==> src/rtl/bulls_cows_judge_if.sv <==
// ---------------------------------------------------------------------------
// bulls_cows_judge_if
//  Bundles the keypad/secret inputs and the scoring outputs of the
//  Bulls & Cows judge so the game stage and its neighbours share one port.
//
//  Signals (direction seen from the judge, i.e. the slave modport):
//   secret_load  in   1-cycle strobe: load secret_in and start a new game
//   secret_in    in   4*DIGITS BCD secret, nibble i = position i (0 = leftmost)
//   key_valid    in   1-cycle strobe: key_code is valid
//   key_code     in   0-9 digit, A clear, B enter, C-F ignored
//   strike       out  strikes of the last scored guess
//   ball         out  balls of the last scored guess
//   result_valid out  1-cycle pulse when strike/ball update
//   entry_count  out  digits of the current guess entered so far
//   tries        out  guesses scored in this game
//   win          out  last scored guess was all strikes; held until next game
//   game_over    out  game finished (win or out of tries)
//   err          out  1-cycle pulse on a rejected key or rejected secret
// ---------------------------------------------------------------------------
interface bulls_cows_judge_if #(
   parameter int DIGITS = 4
);
   logic                  secret_load;
   logic [4*DIGITS-1:0]   secret_in;
   logic                  key_valid;
   logic [3:0]            key_code;
   logic [3:0]            strike;
   logic [3:0]            ball;
   logic                  result_valid;
   logic [3:0]            entry_count;
   logic [3:0]            tries;
   logic                  win;
   logic                  game_over;
   logic                  err;

   // Driver side: keypad controller / host that owns the secret.
   modport master (
      output secret_load, secret_in, key_valid, key_code,
      input  strike, ball, result_valid, entry_count, tries, win, game_over, err
   );

   // Judge side.
   modport slave (
      input  secret_load, secret_in, key_valid, key_code,
      output strike, ball, result_valid, entry_count, tries, win, game_over, err
   );
endinterface

==> src/rtl/bulls_cows_judge.sv <==
// ---------------------------------------------------------------------------
// bulls_cows_judge
//  Game-logic stage feeding the text-LCD driver. Holds the secret number,
//  collects a guess one keypad digit at a time and scores it against the
//  secret, one guess digit per clock. strike/ball are registers that only
//  change when a guess is scored (or a new game starts), so the LCD sees
//  stable values in between.
//
//  Parameters:
//   DIGITS     digits per secret/guess (1..8)
//   MAX_TRIES  scored guesses allowed before the game ends without a win (1..15)
//
//  Ports:
//   clk   system clock, rising edge
//   rst   asynchronous, active-high reset
//   bus   bulls_cows_judge_if.slave: keypad/secret inputs, score outputs
// ---------------------------------------------------------------------------
module bulls_cows_judge #(
   parameter int DIGITS    = 4,
   parameter int MAX_TRIES = 10
) (
   input logic               clk,
   input logic               rst,
   bulls_cows_judge_if.slave bus
);

   localparam logic [3:0] DIGITS_W  = 4'(DIGITS);
   localparam logic [3:0] MAX_W     = 4'(MAX_TRIES);
   localparam logic [3:0] LAST_IDX  = 4'(DIGITS - 1);
   localparam logic [3:0] KEY_CLEAR = 4'hA;
   localparam logic [3:0] KEY_ENTER = 4'hB;

   typedef enum logic [2:0] {
      IDLE,
      ENTRY,
      COMPARE,
      RESULT,
      DONE
   } state_t;

   state_t state, state_d;

   // Digit registers, nibble i = position i.
   logic [DIGITS-1:0][3:0] secret_q;
   logic [DIGITS-1:0][3:0] guess_q;
   logic [DIGITS-1:0][3:0] secret_nib;

   logic [3:0] entry_count_q;
   logic [3:0] cmp_idx_q;
   logic [3:0] s_acc_q;
   logic [3:0] b_acc_q;
   logic [3:0] strike_q;
   logic [3:0] ball_q;
   logic [3:0] tries_q;
   logic       result_valid_q;
   logic       win_q;
   logic       err_q;

   // Decoded conditions.
   logic       secret_ok;
   logic       key_is_digit;
   logic       key_dup;
   logic [3:0] cur_guess;
   logic [3:0] cur_secret;
   logic       cur_strike;
   logic       cur_in_secret;
   logic [3:0] tries_inc;
   logic       win_now;

   // Control strobes from the FSM to the datapath.
   logic do_load;
   logic do_reject;
   logic do_store;
   logic do_clear;
   logic do_key_err;
   logic do_start;
   logic do_step;
   logic do_result;

   assign secret_nib   = bus.secret_in;
   assign key_is_digit = (bus.key_code <= 4'd9);
   assign tries_inc    = (tries_q == 4'hF) ? 4'hF : tries_q + 4'd1;
   assign win_now      = (s_acc_q == DIGITS_W);

   // A secret is playable only if every nibble is a decimal digit and no
   // digit repeats.
   always_comb begin
      secret_ok = 1'b1;
      for (int i = 0; i < DIGITS; i++) begin
         if (secret_nib[i] > 4'd9) secret_ok = 1'b0;
         for (int k = i + 1; k < DIGITS; k++) begin
            if (secret_nib[i] == secret_nib[k]) secret_ok = 1'b0;
         end
      end
   end

   // Only positions already entered count as duplicates; stale nibbles past
   // entry_count are don't-care.
   always_comb begin
      key_dup = 1'b0;
      for (int i = 0; i < DIGITS; i++) begin
         if ((4'(i) < entry_count_q) && (guess_q[i] == bus.key_code)) key_dup = 1'b1;
      end
   end

   // Digit under comparison this COMPARE cycle, and whether it appears
   // anywhere in the secret (a ball unless it is also a strike).
   always_comb begin
      cur_guess     = '0;
      cur_secret    = '0;
      cur_in_secret = 1'b0;
      for (int i = 0; i < DIGITS; i++) begin
         if (4'(i) == cmp_idx_q) begin
            cur_guess  = guess_q[i];
            cur_secret = secret_q[i];
         end
      end
      for (int i = 0; i < DIGITS; i++) begin
         if (secret_q[i] == cur_guess) cur_in_secret = 1'b1;
      end
   end

   assign cur_strike = (cur_guess == cur_secret);

   // -------------------------------------------------------------------------
   // FSM: state register
   // -------------------------------------------------------------------------
   always_ff @(posedge clk or posedge rst) begin
      if (rst) state <= IDLE;
      else     state <= state_d;
   end

   // -------------------------------------------------------------------------
   // FSM: next state and datapath strobes
   // -------------------------------------------------------------------------
   always_comb begin
      // NOTE: every output of this block gets a default first so no path
      // leaves one unassigned, which would infer a latch.
      state_d    = state;
      do_load    = 1'b0;
      do_reject  = 1'b0;
      do_store   = 1'b0;
      do_clear   = 1'b0;
      do_key_err = 1'b0;
      do_start   = 1'b0;
      do_step    = 1'b0;
      do_result  = 1'b0;

      if (bus.secret_load) begin
         // A new secret pre-empts whatever is in flight, including a scoring
         // pass, and masks any key presented in the same cycle.
         if (secret_ok) begin
            do_load = 1'b1;
            state_d = ENTRY;
         end else begin
            do_reject = 1'b1;
            state_d   = IDLE;
         end
      end else begin
         case (state)
            IDLE: ;
            ENTRY: begin
               if (bus.key_valid) begin
                  if (key_is_digit) begin
                     if ((entry_count_q < DIGITS_W) && !key_dup) do_store   = 1'b1;
                     else                                       do_key_err = 1'b1;
                  end else if (bus.key_code == KEY_CLEAR) begin
                     do_clear = 1'b1;
                  end else if (bus.key_code == KEY_ENTER) begin
                     if (entry_count_q == DIGITS_W) begin
                        do_start = 1'b1;
                        state_d  = COMPARE;
                     end else begin
                        do_key_err = 1'b1;
                     end
                  end
               end
            end
            COMPARE: begin
               do_step = 1'b1;
               if (cmp_idx_q == LAST_IDX) state_d = RESULT;
            end
            RESULT: begin
               do_result = 1'b1;
               if (win_now || (tries_inc == MAX_W)) state_d = DONE;
               else                                 state_d = ENTRY;
            end
            DONE: ;
            default: state_d = IDLE;
         endcase
      end
   end

   // -------------------------------------------------------------------------
   // Datapath
   // -------------------------------------------------------------------------
   always_ff @(posedge clk or posedge rst) begin
      if (rst) begin
         // NOTE: the digit arrays are a handful of flops, not a RAM, so they
         // are reset like the rest of the state and a partial guess cannot
         // survive a reset.
         secret_q       <= '0;
         guess_q        <= '0;
         entry_count_q  <= '0;
         cmp_idx_q      <= '0;
         s_acc_q        <= '0;
         b_acc_q        <= '0;
         strike_q       <= '0;
         ball_q         <= '0;
         tries_q        <= '0;
         result_valid_q <= 1'b0;
         win_q          <= 1'b0;
         err_q          <= 1'b0;
      end else begin
         // NOTE: non-blocking assignments throughout, so every register here
         // samples the pre-edge values regardless of statement order.
         result_valid_q <= 1'b0;
         err_q          <= 1'b0;

         if (do_load || do_reject) begin
            // Both outcomes clear the game outputs; only a good secret is kept.
            if (do_load) secret_q <= secret_nib;
            err_q         <= do_reject;
            guess_q       <= '0;
            entry_count_q <= '0;
            cmp_idx_q     <= '0;
            s_acc_q       <= '0;
            b_acc_q       <= '0;
            strike_q      <= '0;
            ball_q        <= '0;
            tries_q       <= '0;
            win_q         <= 1'b0;
         end else if (do_store) begin
            for (int i = 0; i < DIGITS; i++) begin
               if (4'(i) == entry_count_q) guess_q[i] <= bus.key_code;
            end
            entry_count_q <= entry_count_q + 4'd1;
         end else if (do_clear) begin
            guess_q       <= '0;
            entry_count_q <= '0;
         end else if (do_key_err) begin
            err_q <= 1'b1;
         end else if (do_start) begin
            cmp_idx_q <= '0;
            s_acc_q   <= '0;
            b_acc_q   <= '0;
         end else if (do_step) begin
            cmp_idx_q <= cmp_idx_q + 4'd1;
            if (cur_strike)         s_acc_q <= s_acc_q + 4'd1;
            else if (cur_in_secret) b_acc_q <= b_acc_q + 4'd1;
         end else if (do_result) begin
            strike_q       <= s_acc_q;
            ball_q         <= b_acc_q;
            result_valid_q <= 1'b1;
            tries_q        <= tries_inc;
            entry_count_q  <= '0;
            guess_q        <= '0;
            win_q          <= win_now;
         end
      end
   end

   assign bus.strike       = strike_q;
   assign bus.ball         = ball_q;
   assign bus.result_valid = result_valid_q;
   assign bus.entry_count  = entry_count_q;
   assign bus.tries        = tries_q;
   assign bus.win          = win_q;
   assign bus.game_over    = (state == DONE);
   assign bus.err          = err_q;

endmodule

==> src/flat_wrapper.sv <==
// flat-port wrapper written by rule: the top's interface ports become plain ports
module bulls_cows_judge_flat 
#(
   parameter int DIGITS    = 4,
   parameter int MAX_TRIES = 10
)
  (clk, rst, bus_secret_load, bus_secret_in, bus_key_valid, bus_key_code, bus_strike, bus_ball, bus_result_valid, bus_entry_count, bus_tries, bus_win, bus_game_over, bus_err);
  bulls_cows_judge_if #(.DIGITS(DIGITS)) bus_i ();
  input logic clk;
  input logic rst;
  input wire logic [$bits(bus_i.secret_load)-1:0] bus_secret_load;
  input wire logic [$bits(bus_i.secret_in)-1:0] bus_secret_in;
  input wire logic [$bits(bus_i.key_valid)-1:0] bus_key_valid;
  input wire logic [$bits(bus_i.key_code)-1:0] bus_key_code;
  output wire logic [$bits(bus_i.strike)-1:0] bus_strike;
  output wire logic [$bits(bus_i.ball)-1:0] bus_ball;
  output wire logic [$bits(bus_i.result_valid)-1:0] bus_result_valid;
  output wire logic [$bits(bus_i.entry_count)-1:0] bus_entry_count;
  output wire logic [$bits(bus_i.tries)-1:0] bus_tries;
  output wire logic [$bits(bus_i.win)-1:0] bus_win;
  output wire logic [$bits(bus_i.game_over)-1:0] bus_game_over;
  output wire logic [$bits(bus_i.err)-1:0] bus_err;
  assign bus_i.secret_load = bus_secret_load;
  assign bus_i.secret_in = bus_secret_in;
  assign bus_i.key_valid = bus_key_valid;
  assign bus_i.key_code = bus_key_code;
  assign bus_strike = bus_i.strike;
  assign bus_ball = bus_i.ball;
  assign bus_result_valid = bus_i.result_valid;
  assign bus_entry_count = bus_i.entry_count;
  assign bus_tries = bus_i.tries;
  assign bus_win = bus_i.win;
  assign bus_game_over = bus_i.game_over;
  assign bus_err = bus_i.err;
  bulls_cows_judge #(.DIGITS(DIGITS), .MAX_TRIES(MAX_TRIES)) u_core (.clk(clk), .rst(rst), .bus(bus_i));
endmodule
==> config.mk <==
export PLATFORM = sky130hd
export DESIGN_NAME = bulls_cows_judge_flat
export DESIGN_NICKNAME = d
export VERILOG_FILES = /design/src/rtl/bulls_cows_judge_if.sv /design/src/rtl/bulls_cows_judge.sv /design/src/flat_wrapper.sv
export SDC_FILE = /design/constraint.sdc
export NUM_CORES = 1
export LEC_CHECK = 0
export ABC_AREA = 0
export CELL_PAD_IN_SITES_DETAIL_PLACEMENT = 0
export CELL_PAD_IN_SITES_GLOBAL_PLACEMENT = 1
export CORE_ASPECT_RATIO = 0.8
export CORE_MARGIN = 2
export CORE_UTILIZATION = 25
export CTS_CLUSTER_DIAMETER = 60
export DETAILED_ROUTE_END_ITERATION = 7
export PLACE_DENSITY = 0.54
export SLEW_MARGIN = 20
export SYNTH_ARGS = -nofsm -noshare
export SYNTH_HDL_FRONTEND = slang
export SYNTH_SLANG_ARGS = --single-unit
==> constraint.sdc <==
create_clock -name clk -period 7.18 [get_ports clk]
set_input_delay 1.077 -clock clk [delete_from_list [all_inputs] [get_ports clk]]
set_output_delay 1.077 -clock clk [all_outputs]
set_load 0.1 [all_outputs]
Word level (Yosys, flattened, before mapping)
Index checks and enable logic that the tools add are counted.
{"block": "op_classes", "muxes": 148, "n_reduce_logical": 28, "n_lt_le_gt_ge": 10, "n_eq_ne": 52, "n_addsub": 5}
{"operator": "two-way mux 4 bit", "n": 62}
{"operator": "two-way mux 16 bit", "n": 7}
{"operator": "two-way mux 1 bit", "n": 70}
{"operator": "== test 4 bit", "n": 15}
{"operator": "AND reduction 5 bit", "n": 5}
{"operator": "two-way mux 3 bit", "n": 8}
{"operator": "!= test 3 bit (second input constant)", "n": 8}
{"operator": "adder 4 x 1 -> 4 bit (second input constant)", "n": 5}
{"operator": "== test 2 x 4 -> 1 bit (first input constant)", "n": 4}
{"operator": "== test 4 bit (second input constant)", "n": 4}
{"operator": "> comparator 4 bit (second input constant)", "n": 4}
{"operator": "!= test 4 x 2 -> 1 bit (second input constant)", "n": 3}
{"operator": "one-hot mux 3 bit (4 select lines)", "n": 1}
{"operator": "AND reduction 6 bit", "n": 2}
{"operator": "!= test 2 bit (second input constant)", "n": 5}
{"operator": "!= test 3 x 2 -> 1 bit (second input constant)", "n": 3}
{"operator": "nonzero test 3 bit", "n": 3}
{"operator": "== test 1 x 4 -> 1 bit (first input constant)", "n": 2}
{"operator": "== test 4 x 3 -> 1 bit (second input constant)", "n": 2}
{"operator": "logical NOT 4 bit", "n": 2}
{"operator": "< comparator 1 x 4 -> 1 bit (first input constant)", "n": 2}
{"operator": "< comparator 2 x 4 -> 1 bit (first input constant)", "n": 2}
{"operator": "AND reduction 4 bit", "n": 2}
{"operator": "AND reduction 7 bit", "n": 1}
{"operator": "15 further kinds", "n": 21}
{"block": "totals", "ff_bits": 66, "word_cells": 262}

Logic depth before layout (Yosys ltp)
Gate-level depths: netlist of run 1.
{"block": "logic_depth", "word_depth": 18, "depth_mapped": 12, "ltp_nobuf": 10}

Least setup slack after synthesis of run 1
Ideal clock, no wire load.
{"block": "synth_timing", "path_kind": "reg2out", "startpoint": "register u_core.state[0]", "endpoint": "output bus_game_over", "stages_incl_launch_ff": 3, "arrival_time_ns": 2.650, "t_required_ns": 6.103, "setup_slack_ns": 3.453, "path_buffers": 1, "cell_sequence": "dfrtp_1 -> clkbuf_1 -> nor3_1"}
{"block": "synth_between", "elab_chain_len": 1}
{"item": "start, declared", "line": "bulls_cows_judge.sv:41", "text": "state_t state, state_d;"}
{"item": "start signal, assigned", "line": "bulls_cows_judge.sv:130", "text": "else state <= state_d;"}
{"item": "== test 3 bit", "line": "bulls_cows_judge.sv:269", "text": "assign bus.game_over = (state == DONE);"}
{"item": "end, declared", "line": "flat_wrapper.sv:21", "text": "output wire logic [$bits(bus_i.game_over)-1:0] bus_game_over;"}
Every way passes these cells.

Worst setup path in the final report of run 1
{"block": "layout_timing", "startpoint": "input bus_key_code[2]", "endpoint": "register u_core.tries_q[3], in the netlist u_core.bus.tries[3]"}
{"block": "layout_between", "elab_chain_len": 15, "elab_cells_between_ends": 45}
{"item": "start, declared", "line": "flat_wrapper.sv:14", "text": "input wire logic [$bits(bus_i.key_code)-1:0] bus_key_code;"}
{"item": "== test 4 bit", "line": "bulls_cows_judge.sv:102", "text": "if ((4'(i) < entry_count_q) && (guess_q[i] == bus.key_code)) key_dup = 1'b1;"}
{"item": "logical AND 1 bit", "line": "bulls_cows_judge.sv:102"}
{"item": "two-way mux 1 bit (4 in a row)", "line": "bulls_cows_judge.sv:102"}
{"item": "logical NOT 1 bit", "line": "bulls_cows_judge.sv:165", "text": "if ((entry_count_q < DIGITS_W) && !key_dup) do_store = 1'b1;"}
{"item": "logical AND 1 bit", "line": "bulls_cows_judge.sv:165"}
{"item": "two-way mux 1 bit", "line": "bulls_cows_judge.sv:165"}
{"item": "two-way mux 1 bit", "line": "bulls_cows_judge.sv:164", "text": "if (key_is_digit) begin"}
{"item": "two-way mux 1 bit", "line": "bulls_cows_judge.sv:163", "text": "if (bus.key_valid) begin"}
{"item": "two-way mux 1 bit", "line": "bulls_cows_judge.sv:160", "text": "case (state)"}
{"item": "two-way mux 1 bit", "line": "bulls_cows_judge.sv:149", "text": "if (bus.secret_load) begin"}
{"item": "!= test 2 bit (no line)"}
{"item": "AND reduction 6 bit (no line) *"}
{"item": "end signal, assigned", "line": "bulls_cows_judge.sv:255", "text": "tries_q <= tries_inc;"}
{"item": "end, declared", "line": "bulls_cows_judge.sv:54", "text": "logic [3:0] tries_q;"}
Every way passes the cells marked *; elsewhere a longest branch is shown, timed or not.
A chain may end at the register's enable or synchronous reset.

==> results of run 1 <==
cell type report:
class	count	area, µm²
Clock buffer	13	270.3
Tap cell	230	287.8
Fill cell	1870	12570
Clock inverter	3	22.52
Inverter	22	82.58
Timing Repair Buffer	44	437.9
Multi-Input combinational cell	382	2734
Sequential cell	66	1652
worst max-delay path, cell delays in order:
cell and delay [ns]:
clkdlybuf4s50_1 0.64, nand3b_1 0.32, nor3_1 0.44, a31o_2 0.36, a21oi_1 0.06, a21boi_0 0.17, and3_1 0.42, a41oi_1 0.30
a21oi_1 0.06
cell usage after synthesis (all sizes together), types with 3 or more instances:
library cell	instances
a221o	4
inv	22
and3	3
nor2	26
xor2	34
ha	12
nor3	7
o2111ai	6
mux2	20
a41oi	3
clkbuf	12
nand2b	25
o21ai	23
nand2	27
xnor2	8
a21oi	20
o221ai	3
a21boi	3
nor4	15
buf	12
nand3b	10
a31oi	5
nand4	4
a211o	5
nand3	26
o21a	4
o22ai	7
a211oi	8
mux2i	3
o41ai	3
a22oi	4
a22o	25
nor2b	19
dfrtp	66
kinds of logic (layout without fill, tap and decap cells):
kind of cell	Yosys count	in the layout	synth area share (%)
simple gates	169	169	20.45
fa+ha+maj	12	12	3.276
mux	23	23	5.569
buf+inv	46	82	4.313
compound gates	136	136	22.33
flops	66	66	36.04
xor+xnor	42	42	8.026
registers in the layout (all words and copies together) (netlist names), 3 cells and up:
signal / cells
u_core.b_acc_q: 4
u_core.secret_q: 16
u_core.state: 3
u_core.guess_q: 16
u_core.s_acc_q: 4
u_core.bus.tries: 4
u_core.cmp_idx_q: 4
u_core.bus.entry_count: 4
u_core.bus.strike: 4
u_core.bus.ball: 4
per-stage QoR:
step / hold slack (ns) / power (µW) / std cells / setup WS [ns]
2_1_floorplan: 0.4790 / 772.2 / 494 / 3.453
3_3_place_gp: 0.4789 / 896.6 / 744 / 3.236
3_5_place_dp: 0.4756 / 898.3 / 744 / 3.182
4_1_cts: 0.5099 / 1337 / 760 / 3.531
5_1_grt: 0.5354 / 1404 / 760 / 3.277
6_report: 0.5009 / 1329 / 760 / 3.534
power breakdown:
part | switching (µW) | leakage [µW] | internal, µW
Sequential | 112 | 0.000886 | 414
Clock | 167 | 0.000146 | 263
Combinational | 197 | 0.00120 | 176
Total | 476 | 0.00223 | 853
cell usage in the layout, fill, tap and decap left out, types with 20 or more instances in the layout:
cell type and instances:
o21ai_0 23, nand2_1 27, nand3_1 26, clkdlybuf4s50_1 43
xor2_1 34, dfrtp_1 66, inv_1 21, mux2_2 20
nand2b_1 25, a22o_1 25, nor2_1 26
layer usage:
metal	routed length (µm)	global-route usage [%]	up-vias
li1	-	-	1883
met1	7208	23.11	1967
met2	5956	20.80	141
met3	782	3.120	25
met4	297	5.451	0
met5	0	0	-
how the worst min path moves through the flow:
stage / start / endpoint / slack [ns]
floorplan: u_core.b_acc_q[3] / u_core.bus.ball[3] / 0.48
global placement: u_core.bus.strike[0] / u_core.bus.strike[0] / 0.48
detailed placement: u_core.bus.win / u_core.bus.win / 0.48
CTS: u_core.bus.win / u_core.bus.win / 0.51
global route: u_core.bus.ball[3] / u_core.bus.ball[3] / 0.54
finish: u_core.bus.win / u_core.bus.win / 0.50
==> reports/summary.txt, run 1 <==
Die Wd: 155.4 µm
ys flop type: dfrtp_1
Total Wirelength: 14240 µm
I/O pin count: 44
clock buffer count from CTS: 9
WP data arrival: 3.86 ns
Synth cell types: 58
warnings from Yosys: 0
worst path required time: 7.40 ns
final hold violations: 0
clock sink count: 66
die height: 125.1 µm
initial core utilization: 25.38%
Worst Skew: 0.008796 ns
period utilization: 50.78%
sequential share of the synthesized area: 36.04%
Worst Hold Depth: 2
kind of critical path: input pin to flip-flop
CTS-repair resized insts: 0
clk slew on worst S/H paths: 0.06 ns
drt initial violations: 337
end of the critical path: u_core.bus.tries[3]
status: finished clean
endpoint class of the critical path: flip-flop
Synth top area share: 36.04%
Post-Syn Instances: 494
n_diodes: 0
Max Clk Rate: 274.3 MHz
RSZ-0062 raised after global routing: false
syn_nets: 530
vias per inst: 5.284
placed cell area: 5194 µm²
cells on worst reg2reg path: 9
slew margin rel.: 32.79%
port bufs: 43
R2R Path Start: u_core.cmp_idx_q[0]
DPL Wire Length: 10060 µm
Pwr Density: 242.2 nW/µm²
CTS Root Cell: clkbuf_16
Final nets: 561
Routability Congestion: 0.8697
top cells by area, synth: dfrtp_1, xor2_1, mux2_2
Critical Path Fanout Max: 14
Area Overhead vs Synth: 19.71%
Hold WC Path Type: flip-flop to flip-flop
post-route cell area: 5487 µm²
CTS tree: done
via count: 4016
Post-CTS Setup Inserts: 0
TNS Setup: 0 ns
Mapped Area: 4583 µm²
clock buffer depth: 2
mean area per synthesized cell: 9.278 µm²
Slew @ Worst Pin: 1.005 ns
First-pass DRT Iterations: 5
full die area: 19440 µm²
asr flop ratio synth: 100.0%
aggregate global routing overflow: 0
worst vdd ir: 0.1155 mV
cts hold-fix bufs: 0
antenna violations before repair: 0
Seq cells post-synth: 66
wire per inst: 18.74 µm
share of layout cells above drive strength 1: 9.057%
pin count of the biggest net entering global routing: 67
Critical R2R Capture: u_core.b_acc_q[3]
post-route ant nets: 0
Leak: 0.002228 µW
clk_lat worst skew: 0.34 ns
Setup crit start kind: input pin
first-pass GRT wire length: 23010 µm
All-Layer GR Usage: 15.15%
fin util: 30.38%
worst reg-to-reg setup slack: 3.77 ns
vias in the first global route: 3915
DRC viols: 0
total of max-cap violations: 0
number of synthesized flops with an enable pin: 0
H-tree depth: 3
final critical path time including I/O delays and setup: 3.646 ns
Worst Setup SP: bus_key_code[2]
Slew Limit Fails: 0
# rows: 44
setup violators final: 0
Core ar.: 18060 µm²
leading area contributor after synthesis: dfrtp_1
No activity file was read; power rests on OpenSTA's default activity.
==> run 2, diff against run 1 <==
--- a/config.mk
+++ b/config.mk
@@ -13,7 +13,7 @@
 export CORE_UTILIZATION = 25
 export CTS_CLUSTER_DIAMETER = 60
 export DETAILED_ROUTE_END_ITERATION = 7
-export PLACE_DENSITY = 0.54
+export PLACE_DENSITY = 0.56
 export SLEW_MARGIN = 20
 export SYNTH_ARGS = -nofsm -noshare
 export SYNTH_HDL_FRONTEND = slang
==> constraint.sdc (replaced) <==
create_clock -name clk -period 3.2 [get_ports clk]
set_input_delay 0.48 -clock clk [delete_from_list [all_inputs] [get_ports clk]]
set_output_delay 0.48 -clock clk [all_outputs]
set_load 0.1 [all_outputs]
==> reports/summary.txt, run 2 (synthesis gave the netlist of run 1 again) <==
biggest regs: u_core.guess_q (16), u_core.secret_q (16)
final critical path time including I/O delays and setup: 2.940 ns
worst path bufs/invs: 1 (unchanged)
highest routed layer: met4
wire per inst: 18.12 µm (-3.3%)
commonest non-fill, non-tap cells in the layout: dfrtp_1, buf_4, xor2_1
TNS Setup: 0 ns (unchanged)
Die Wd: 155.4 µm (unchanged)
share of layout cells above drive strength 1: 14.94% (+5.9 points)
DRC viols: 0 (unchanged)
cells on worst reg2reg path: 10 (+1)
CTS tree: done
All-Layer GR Usage: 15.29% (+0.14 points)
Final nets: 580 (+3.4%)
part of the power in registers: 38.9% (-0.7 points)
Area Overhead vs Synth: 21.27%
die height: 125.1 µm (unchanged)
first-pass GRT wire length: 23380 µm (+1.6%)
post-route cell area: 5558 µm² (+1.3%)
most common cell after layout, fill and taps aside: dfrtp_1
H-tree depth: 3 (unchanged)
RSZ-0062 raised after global routing: false
antenna violations before repair: 0 (unchanged)
via count: 4060 (+1.1%)
initial core utilization: 25.38% (unchanged)
Critical Path Fanout Max: 22 (+8)
Top Family by Delay on Critical Path: compound AO/OA/AOI/OAI gates
clock buffer depth: 2 (unchanged)
Worst Setup SP: u_core.cmp_idx_q[0]
Max Clk Rate: 340.1 MHz
Core ar.: 18060 µm² (unchanged)
Total Wirelength: 14120 µm (-0.90%)
DPL Wire Length: 10250 µm (+1.9%)
period utilization: 91.88%
pin count of the biggest net entering global routing: 67 (unchanged)
slew margin rel.: 35.37% (+2.6 points)
full die area: 19440 µm² (unchanged)
Routability Congestion: 0.9338 (+7.4%)
final hold violations: 0 (unchanged)
aggregate global routing overflow: 0 (unchanged)
status: finished clean
worst reg-to-reg setup slack: 0.26 ns (-3.51 ns)
Leak: 0.002340 µW (+5.0%)
CP most frequent cell: a21oi_1
Hold WC Path Type: flip-flop to flip-flop
clk_lat worst skew: 0.34 ns (about the same)
kind of critical path: flip-flop to flip-flop
# rows: 44 (unchanged)
post-route ant nets: 0 (unchanged)
port bufs: 43 (unchanged)
Critical R2R Capture: u_core.b_acc_q[2]
First-pass DRT Iterations: 4 (-1)
CTS-repair resized insts: 0 (unchanged)
number of cells on the critical path: 10 (+1)
placed cell area: 5291 µm² (+1.9%)
Switching Share: 36.16% (+0.37 points)
internal power: 1904 µW (+120%)
end of the critical path: u_core.b_acc_q[2]
Worst Skew: 0.006551 ns (-0.002245 ns)
slowest stage cell on the critical path: ha_1
I/O pin count: 44 (unchanged)
Post-CTS Setup Inserts: 0 (unchanged)
fillcell total: 1886 (+0.86%)
Non-Filler Instances: 779 (+2.5%)
Pwr Density: 536.6 nW/µm² (+120%)
WP data arrival: 3.16 ns (-0.70 ns)
max incr delay on CP: 0.61 ns (-0.03 ns)
clock sink count: 66 (unchanged)
Slew @ Worst Pin: 0.9664 ns (-0.03876 ns)
vias in the first global route: 4080 (+4.2%)
Hold Worst Slack: 0.4882 ns (-0.01272 ns)
placed insts: 763 (+2.6%)
clk slew on worst S/H paths: 0.06 ns (about the same)
DR WL met3: 800 µm (+2.3%)
setup violators final: 0 (unchanged)
drt initial violations: 305 (-9.5%)
clock buffer count from CTS: 9 (unchanged)
worst path required time: 3.42 ns (-3.98 ns)
endpoint class of the critical path: flip-flop
R2R Path Start: u_core.cmp_idx_q[0]
total of max-cap violations: 0 (unchanged)
Clock Power Share: 30.5% (-1.8 points)
DR WL met2: 6127 µm (+2.9%)
Sw Pwr: 1079 µW (+130%)
worst-path cell chain: inv_1, ha_1, a21oi_1, a211o_4, and3_4, a311oi_4, o31ai_2, a21oi_4, a21oi_1, a31o_1
CTS Root Cell: clkbuf_16
worst vdd ir: 0.2330 mV (+100%)
Slew Limit Fails: 0 (unchanged)
cts hold-fix bufs: 0 (unchanged)
Comb pwr share: 30.6% (+2.5 points)
WL met1: 6927 µm (-3.9%)
vias per inst: 5.212 (-1.4%)
n_diodes: 0 (unchanged)
Setup crit start kind: flip-flop
==> run 2: metrics by stage <==
step	setup WS (ns)	utilization, %	total power [µW]
2_1_floorplan	0.07006	-	1733
3_3_place_gp	0.2835	29.30	2076
3_5_place_dp	0.1837	29.30	2073
4_1_cts	0.2695	30.78	3001
5_1_grt	0.04342	30.78	3158
6_report	0.2599	30.78	2983
==> run 2: how the worst min path moves through the flow <==
stage	slack (ns)	startpoint	cells past startpoint	to
6_report	0.49	u_core.bus.win	2	u_core.bus.win
5_1_grt	0.54	u_core.bus.strike[2]	1	u_core.bus.strike[2]
4_1_cts	0.50	u_core.bus.win	2	u_core.bus.win
3_5_place_dp	0.48	u_core.bus.strike[0]	2	u_core.bus.strike[0]
3_3_place_gp	0.48	u_core.bus.strike[0]	2	u_core.bus.strike[0]
2_1_floorplan	0.48	u_core.b_acc_q[3]	1	u_core.bus.ball[3]
==> run 2: tightest hold or removal path: stages (launching register included) <==
cell	delay, ns
dfrtp_1	0.35
nand2_1	0.05
o21ai_0	0.06
==> run 2: cell type report <==
type | instances | area, µm² | share of cell area (%)
inverters | 22 | 82.58 | 1.486
multi-input cells | 382 | 2734 | 49.19
clock buffers | 14 | 254.0 | 4.570
clock inverters | 2 | 12.51 | 0.2251
well taps | 230 | 287.8 | 5.178
flip-flops and latches | 66 | 1652 | 29.72
repair buffers | 63 | 535.5 | 9.635
==> run 2: layer usage <==
| layer | up-vias | global-route usage, % |
|---|---|---|
| met1 | 2000 | 22.31 |
| met5 | - | 0 |
| li1 | 1926 | - |
| met3 | 24 | 3.778 |
| met4 | 0 | 4.965 |
| met2 | 110 | 21.99 |
==> run 2: power groups by stage <==
stage,logic (µW),registers (µW),clock network (µW)
3_3_place_gp,899,1180,0
6_report,911,1160,910
2_1_floorplan,674,1060,0
3_5_place_dp,903,1170,0
4_1_cts,908,1160,938
5_1_grt,1010,1180,972
==> run 3, diff against run 2 <==
--- a/config.mk
+++ b/config.mk
@@ -14,6 +14,7 @@
 export CTS_CLUSTER_DIAMETER = 60
 export DETAILED_ROUTE_END_ITERATION = 7
 export PLACE_DENSITY = 0.56
+export SKIP_CTS_REPAIR_TIMING = 1
 export SLEW_MARGIN = 20
 export SYNTH_ARGS = -nofsm -noshare
 export SYNTH_HDL_FRONTEND = slang
==> results of run 3 <==
The final DEF is identical to that of run 2; final timing and power are the same.
